`src/rtl/dsm_pkg.sv`:
```
// Shared delta-sigma definitions: MASH 1-1-1 sample type, its legal range and CIC width helper.
package dsm_pkg;

  localparam int MASH_Y_MIN = -3;
  localparam int MASH_Y_MAX = 4;

  typedef logic signed [3:0] mash_y_t;

  // Bit growth of an N-stage CIC is N*log2(R) on top of the 4-bit sample.
  function automatic int cic_out_w(input int log2_r, input int n_stages);
    return 4 + n_stages * log2_r;
  endfunction

endpackage

```
`src/rtl/dsm_cic_comb.sv`:
```
// One CIC comb stage: q = d - d_delayed, delay register loads on the decimated sample strobe.
module dsm_cic_comb #(
  parameter int W = 28
) (
  input  logic                clk,
  input  logic                rst_n,
  input  logic                clr_i,
  input  logic                ld_i,
  input  logic signed [W-1:0] d_i,
  output logic signed [W-1:0] q_o
);

  logic signed [W-1:0] dly;

  always_ff @(posedge clk) begin
    if (!rst_n || clr_i) dly <= '0;
    else if (ld_i)       dly <= d_i;
  end

  assign q_o = d_i - dly;

endmodule

```
`src/rtl/mash_sinc3_decim.sv`:
```
// Sinc^3 decimator recovering the fractional word from a MASH 1-1-1 output stream.
module mash_sinc3_decim
  import dsm_pkg::*;
#(
  parameter  int WIDTH  = 24,
  parameter  int LOG2_R = 8,
  localparam int OUT_W  = cic_out_w(LOG2_R, 3)
) (
  input  logic                    clk,
  input  logic                    rst_n,
  input  logic                    en_i,
  input  logic                    clr_i,
  input  mash_y_t                 y_i,
  output logic signed [OUT_W-1:0] x_o,
  output logic                    valid_o,
  output logic                    settled_o,
  output logic                    ovr_o
);

  if (3 * LOG2_R != WIDTH) begin : g_bad_ratio
    $error("mash_sinc3_decim: DC gain R^3 does not match 2^WIDTH");
  end

  logic signed [OUT_W-1:0] i1, i2, i3, i3_nxt, y_ext;
  logic signed [OUT_W-1:0] c [4];
  logic [LOG2_R-1:0]       cnt;
  logic [1:0]              vcnt;
  logic                    smp;

  assign y_ext  = {{(OUT_W-4){y_i[3]}}, y_i};
  assign smp    = en_i && (cnt == '1);
  // Sample the integrator including this cycle's update so the window holds only post-reset data.
  assign i3_nxt = i3 + i2;
  assign c[0]   = i3_nxt;

  for (genvar k = 0; k < 3; k++) begin : g_comb
    dsm_cic_comb #(.W(OUT_W)) u_comb (
      .clk   (clk),
      .rst_n (rst_n),
      .clr_i (clr_i),
      .ld_i  (smp),
      .d_i   (c[k]),
      .q_o   (c[k+1])
    );
  end

  always_ff @(posedge clk) begin
    if (!rst_n || clr_i) begin
      i1        <= '0;
      i2        <= '0;
      i3        <= '0;
      cnt       <= '0;
      vcnt      <= '0;
      x_o       <= '0;
      valid_o   <= 1'b0;
      settled_o <= 1'b0;
      ovr_o     <= 1'b0;
    end else begin
      valid_o <= smp;
      if (en_i) begin
        // Modular accumulation; wrap is cancelled by the combs.
        i1  <= i1 + y_ext;
        i2  <= i2 + i1;
        i3  <= i3_nxt;
        cnt <= cnt + 1'b1;
        if (y_i == 4'sb1000) ovr_o <= 1'b1;
      end
      if (smp) begin
        x_o <= c[3];
        if (vcnt == 2'd2) settled_o <= 1'b1;
        else              vcnt      <= vcnt + 2'd1;
      end
    end
  end

endmodule

```
`config.mk`:
```
export PLATFORM = sky130hd
export DESIGN_NAME = mash_sinc3_decim
export DESIGN_NICKNAME = d
export VERILOG_FILES = /design/src/rtl/dsm_pkg.sv /design/src/rtl/dsm_cic_comb.sv /design/src/rtl/mash_sinc3_decim.sv
export SDC_FILE = /design/constraint.sdc
export NUM_CORES = 1
export LEC_CHECK = 0
export CAP_MARGIN = 20
export CORE_ASPECT_RATIO = 0.6
export CORE_MARGIN = 5
export CORE_UTILIZATION = 50
export DETAILED_ROUTE_END_ITERATION = 16
export MAX_ROUTING_LAYER = met4
export PLACE_DENSITY = 0.74
export SYNTH_ARGS = -nofsm -noshare
export SYNTH_HDL_FRONTEND = slang
export SYNTH_SLANG_ARGS = --single-unit
```
`constraint.sdc`:
```
create_clock -name clk -period 10 [get_ports clk]
set_clock_uncertainty 0.15 [all_clocks]
set_input_delay 2 -clock clk [delete_from_list [all_inputs] [get_ports clk]]
set_output_delay 2 -clock clk [all_outputs]
set_load 0.01 [all_outputs]
```
* After elaboration in Yosys (flattened, before gate mapping)
Index checks and enable logic that the tools add are counted.
** Storage, ports and cells
- Bits in registers :: 209
- Output and inout port bits :: 31
** Cells by class
- $add $sub $neg :: 8
- Reductions and logical operators :: 6
- Equality and inequality tests :: 3
- Bitwise operators :: 1
** Operators with widths (count)
- 28-bit subtractor :: 3
- 28-bit adder :: 2
- 28-bit by 4-bit adder with 28-bit output :: 1
- 8-bit by 1-bit adder with 8-bit output (second input constant) :: 1
- 8-bit == test (second input constant) :: 1
- 2-bit AND reduction :: 3
- 4-bit == test (second input constant) :: 1
- 2-bit by 1-bit adder with 2-bit output (second input constant) :: 1
- 2-bit == test (second input constant) :: 1
- 1-bit logical AND :: 1
- 1-bit zero test :: 1
- 1-bit logical OR :: 1
- 1-bit inverter :: 1

* Longest topological paths before layout
- Depth after elaboration :: 4
- Mapped depth :: 35

* Cells and area by module
A second synthesis with hierarchy kept.
** Unflattened totals
- Cells, all modules :: 2089
- Area, all modules :: 16728.5 µm²
** Modules (own cells, without submodules)
- mash_sinc3_decim :: area an instance 8388.0 µm², cells an instance 1018, instances 1, seq. area each 2502.4 µm²
- dsm_cic_comb :: area an instance 2780.2 µm², cells an instance 357, instances 3, seq. area each 560.5 µm²

* Worst setup path after synthesis
Ideal clock, no wire load.
- Path type :: register to register
- From :: register i2[0]
- To :: register x_o[27]
- Clock period less this slack :: 7.020 ns
- Stages on the path, launching flop included :: 33
- Required time :: 9.780 ns
- Data arrival time :: 6.800 ns
- Slack :: 2.980 ns
- Setup time :: 0.070 ns
- Cells stage by stage :: dfxtp_1 ha_1 fa_1 a21o_1 a21oi_1 o211a_1 nor2_1 xnor2_1 inv_1 ha_1 a21o_1 a211oi_1 a21oi_1 a21o_1 a21oi_1 xnor2_1 ha_1 and4_1 a21o_1 a21o_1 o21a_1 o21a_1 or3_1 and2_1 ha_1 or3_1 a211oi_1 o211ai_1 a31o_1 a21oi_1 xnor2_1 xnor3_1 a21oi_1
** RTL lines
- from (decl) :: line mash_sinc3_decim.sv:24 : logic signed [OUT_W-1:0] i1, i2, i3, i3_nxt, y_ext;
- from (signal assigned) :: line mash_sinc3_decim.sv:63 : i2 <= i2 + i1;
- to (signal assigned) :: line mash_sinc3_decim.sv:69 : x_o <= c[3];
- to (decl) :: line mash_sinc3_decim.sv:14 : output logic signed [OUT_W-1:0] x_o,

==> impl_results.md <==
* Remaining DRCs at 0
* Outcome: finished clean
* Worst-Margin Slew at between 0.9 and 1 ns
* Slowest CP cell: a2111oi_0
* Final hold violation count at 0
* Synth unique cells at 76
* Reg power frac at 29.4%
* Origin of the critical flop-to-flop path: i2[0]
* Initial Util at approximately half
* FF+latch count, synth at ~210
* Peak VDD IR at 0.000106 V
* Drt initial violations at 996
* CP Max Fanout at 6
* WS Path Type: reg -> reg
* Syn avg cell area at slightly below 8 µm²
* Leakage power figure at ~6.6 nW
* Worst-Skew Late Latency at roughly 0.52 ns
* FP Rows at 48
* Cell mode on critical path: a21oi_1
* Register area share after synthesis at between 20 and 30%
* Post-Synthesis Cells at between 1500 and 2000
* Final Setup Violations at 0
* Critical path arrival at about 8.3 ns
* # resized after CTS at 0
* CTS tree: yes
* Final Core Density at a little under three fifths
* CTS H-Tree Depth at 1
* Port Buffers at 38
* Clock transition at path regs at ~0.06 ns
* ANT cells at 0
* CTS Hold Bufs at 0
* Pwr dens at between 150 and 200 nW/µm²
* Logic gate share of total power at between 40% and 50%
* Max stage delay on crit path at ~0.57 ns
* Worst hold start: x_o[10]
* # placed instances at around 2300
* Final period utilization at 80.0%
* Minimum clock period at 8.00 ns
* Clock sink count at between 200 and 250
* Setup TNS at 0 ns
* Max-cap violations at 0
* Core Region at approximately 29000 µm²
* Largest net degree at the start of global routing at 91
* Crit path from: i2[0]
* Global Route Usage Sum at slightly above 20%
* ANT nets after route at 0
* Fmax at ~130 MHz
* Mapped Nets at ~2100
* Net Sw Frac at 35.2%
* Overall power at ~2.9 mW
* Nets@finish at ~2100
* RSZ-0062 raised after global routing: false
* Clock buffer count from CTS at 22
* Asr flop ratio synth at 0%
* Commonest non-fill, non-tap cells in the layout: nand2_1 (246), a21oi_1 (210), dfxtp_1 (209)
* Pre-antenna DRT Iters at 7
* Routed WL per cell at roughly 14 µm
* Worst hold path class: reg -> reg
* Area Overhead vs Synth at 10.0%
* R2r setup slk at 2.00 ns
* Placed wire-length estimate at 24.0 mm
* CP Data Required Time at ~10 ns
* Worst setup SP type: flop
* Die Area at between 30000 and 40000 µm²
* Clock Tree Buf Depth at 3
* EDFF count, synth at 0
* Vias per inst at 5.52
* Most common cell after layout, fill and taps aside: nand2_1
* Hold Worst Slack at 0.299 ns
* Layout cells sized above 1 at 3.74%
* Post-Syn Area at roughly 15000 µm²
* Relative slew slack at roughly 37%
* Fill count at 2694
* Total number of vias at between 10000 and 15000
* Max-slew violations at 0
* CTS root buf: clkbuf_16
* Gp weighted congestion at between 0.8 and 0.9
* IO Pins at 39
* Top FF cell, synth: dfxtp_1
* Int Power at approximately 1.9 mW
* Clk pwr share at a little under a third
* Vias in the first global route at about 12000
* Post-CTS Setup Repair Bufs at 0
* First-pass GRT wire length at 56.9 mm
* Final std cells w/o fill at 2325
* Worst Setup End Kind: flop
* Yosys warns at 0
* Grt ovf at 0
* Switching pwr at slightly above 1 mW
* Die W at about 230 µm
* Die H at between 100 and 150 µm
* Antenna violations before repair at 0
* DRT Wirelength at approximately 33 mm
==> final timing paths <==
path                            endpoint  cells after the start
worst max register to register   x_o[27]                     32
worst min-delay path             x_o[10]                      2
worst max-delay path             x_o[27]                     32
worst min register to register   x_o[10]                      2
==> cell type report <==
| type | count | area (µm²) | area share (%) |
|---|---|---|---|
| Multi-Input combinational cell | 1494 | 9980 | 60.9 |
| Clock inverter | 7 | 110 | 0.672 |
| Timing Repair Buffer | 47 | 445 | 2.72 |
| Clock buffer | 33 | 653 | 3.99 |
| Tap cell | 400 | 500 | 3.06 |
| Sequential cell | 209 | 4180 | 25.6 |
| Inverter | 135 | 507 | 3.09 |
==> sequential cells by signal (all words and copies together), names as in the netlist <==
name	count
ovr_o	1
i2	28
g_comb.u_comb.dly	84
i3	28
settled_o	1
x_o	28
cnt	8
vcnt	2
valid_o	1
i1	28
==> power by group through the flow <==
| stage | Clock, mW | Sequential, mW | Combinational [mW] |
|---|---|---|---|
| floorplan | 0 | 0.865 | 0.919 |
| global placement | 0 | 0.867 | 1.10 |
| detailed placement | 0 | 0.868 | 1.14 |
| CTS | 0.903 | 0.849 | 1.15 |
| global route | 0.941 | 0.849 | 1.28 |
| finish | 0.881 | 0.849 | 1.16 |
==> critical path, delay by kind of cell, from the launching register on <==
kind                     cells  cell delay, ns
adder cells (fa/ha/maj)      5            1.64
buffers and inverters        1            0.07
AO/OA/AOI/OAI               15            3.74
XOR/XNOR                     5            0.92
flip-flops                   1            0.33
AND/OR/NAND/NOR              6            1.05
==> synth_stat cells, types with 5 or more instances <==
| cell | instances | share of area [%] |
|---|---|---|
| nand3_1 | 40 | 1.3 |
| nor2_1 | 177 | 4.5 |
| o21ai_0 | 72 | 2.4 |
| a21oi_1 | 210 | 7.1 |
| mux2i_1 | 43 | 2.9 |
| dfxtp_1 | 209 | 28 |
| clkbuf_1 | 59 | 1.5 |
| or3_1 | 13 | 0.55 |
| xnor2_1 | 111 | 6.5 |
| nand2b_1 | 20 | 0.84 |
| inv_1 | 135 | 3.4 |
| xor2_1 | 32 | 1.9 |
| a21o_1 | 58 | 2.9 |
| buf_1 | 7 | 0.18 |
| o21ai_1 | 12 | 0.40 |
| and2_1 | 7 | 0.29 |
| and3_1 | 21 | 0.88 |
| fa_1 | 6 | 0.81 |
| a31oi_1 | 17 | 0.71 |
| a211oi_1 | 38 | 1.9 |
| ha_1 | 164 | 14 |
| nand4_1 | 12 | 0.50 |
| nor2b_1 | 20 | 0.84 |
| o211ai_1 | 11 | 0.55 |
| o21bai_1 | 22 | 1.1 |
| or2_2 | 5 | 0.21 |
| nand2_1 | 246 | 6.2 |
| nor3_1 | 24 | 0.81 |
| o21a_1 | 27 | 1.4 |
==> metrics by stage <==
stage | instance area [µm²] | setup WS, ns
floorplan | 14900 | 2.98
global placement | 15600 | 2.31
detailed placement | 15600 | 2.15
CTS | 16400 | 2.08
global route | 16400 | 1.34
finish | 16400 | 2.00
==> per-layer routing <==
metal	GRT usage (%)	share of wire, %	up-vias
li1	-	-	6663
met1	29.7	52	5935
met4	2.76	0.95	0
met3	2.96	4.8	24
met5	-	0	-
met2	31.1	42	221
==> kinds of logic (layout without fill, tap and decap cells) <==
logic type               Yosys count  after routing  synth area share (%)
XOR/XNOR                         146            146                  8.83
multiplexers                      43             43                  2.89
AO/OA/AOI/OAI                    534            534                  22.7
adder cells (fa/ha/maj)          170            170                  14.6
AND/OR/NAND/NOR                  601            601                  17.8
buffers and inverters            201            222                  5.07
flip-flops                       209            209                  28.1
Note: power is estimated with default switching activity, not from simulation.
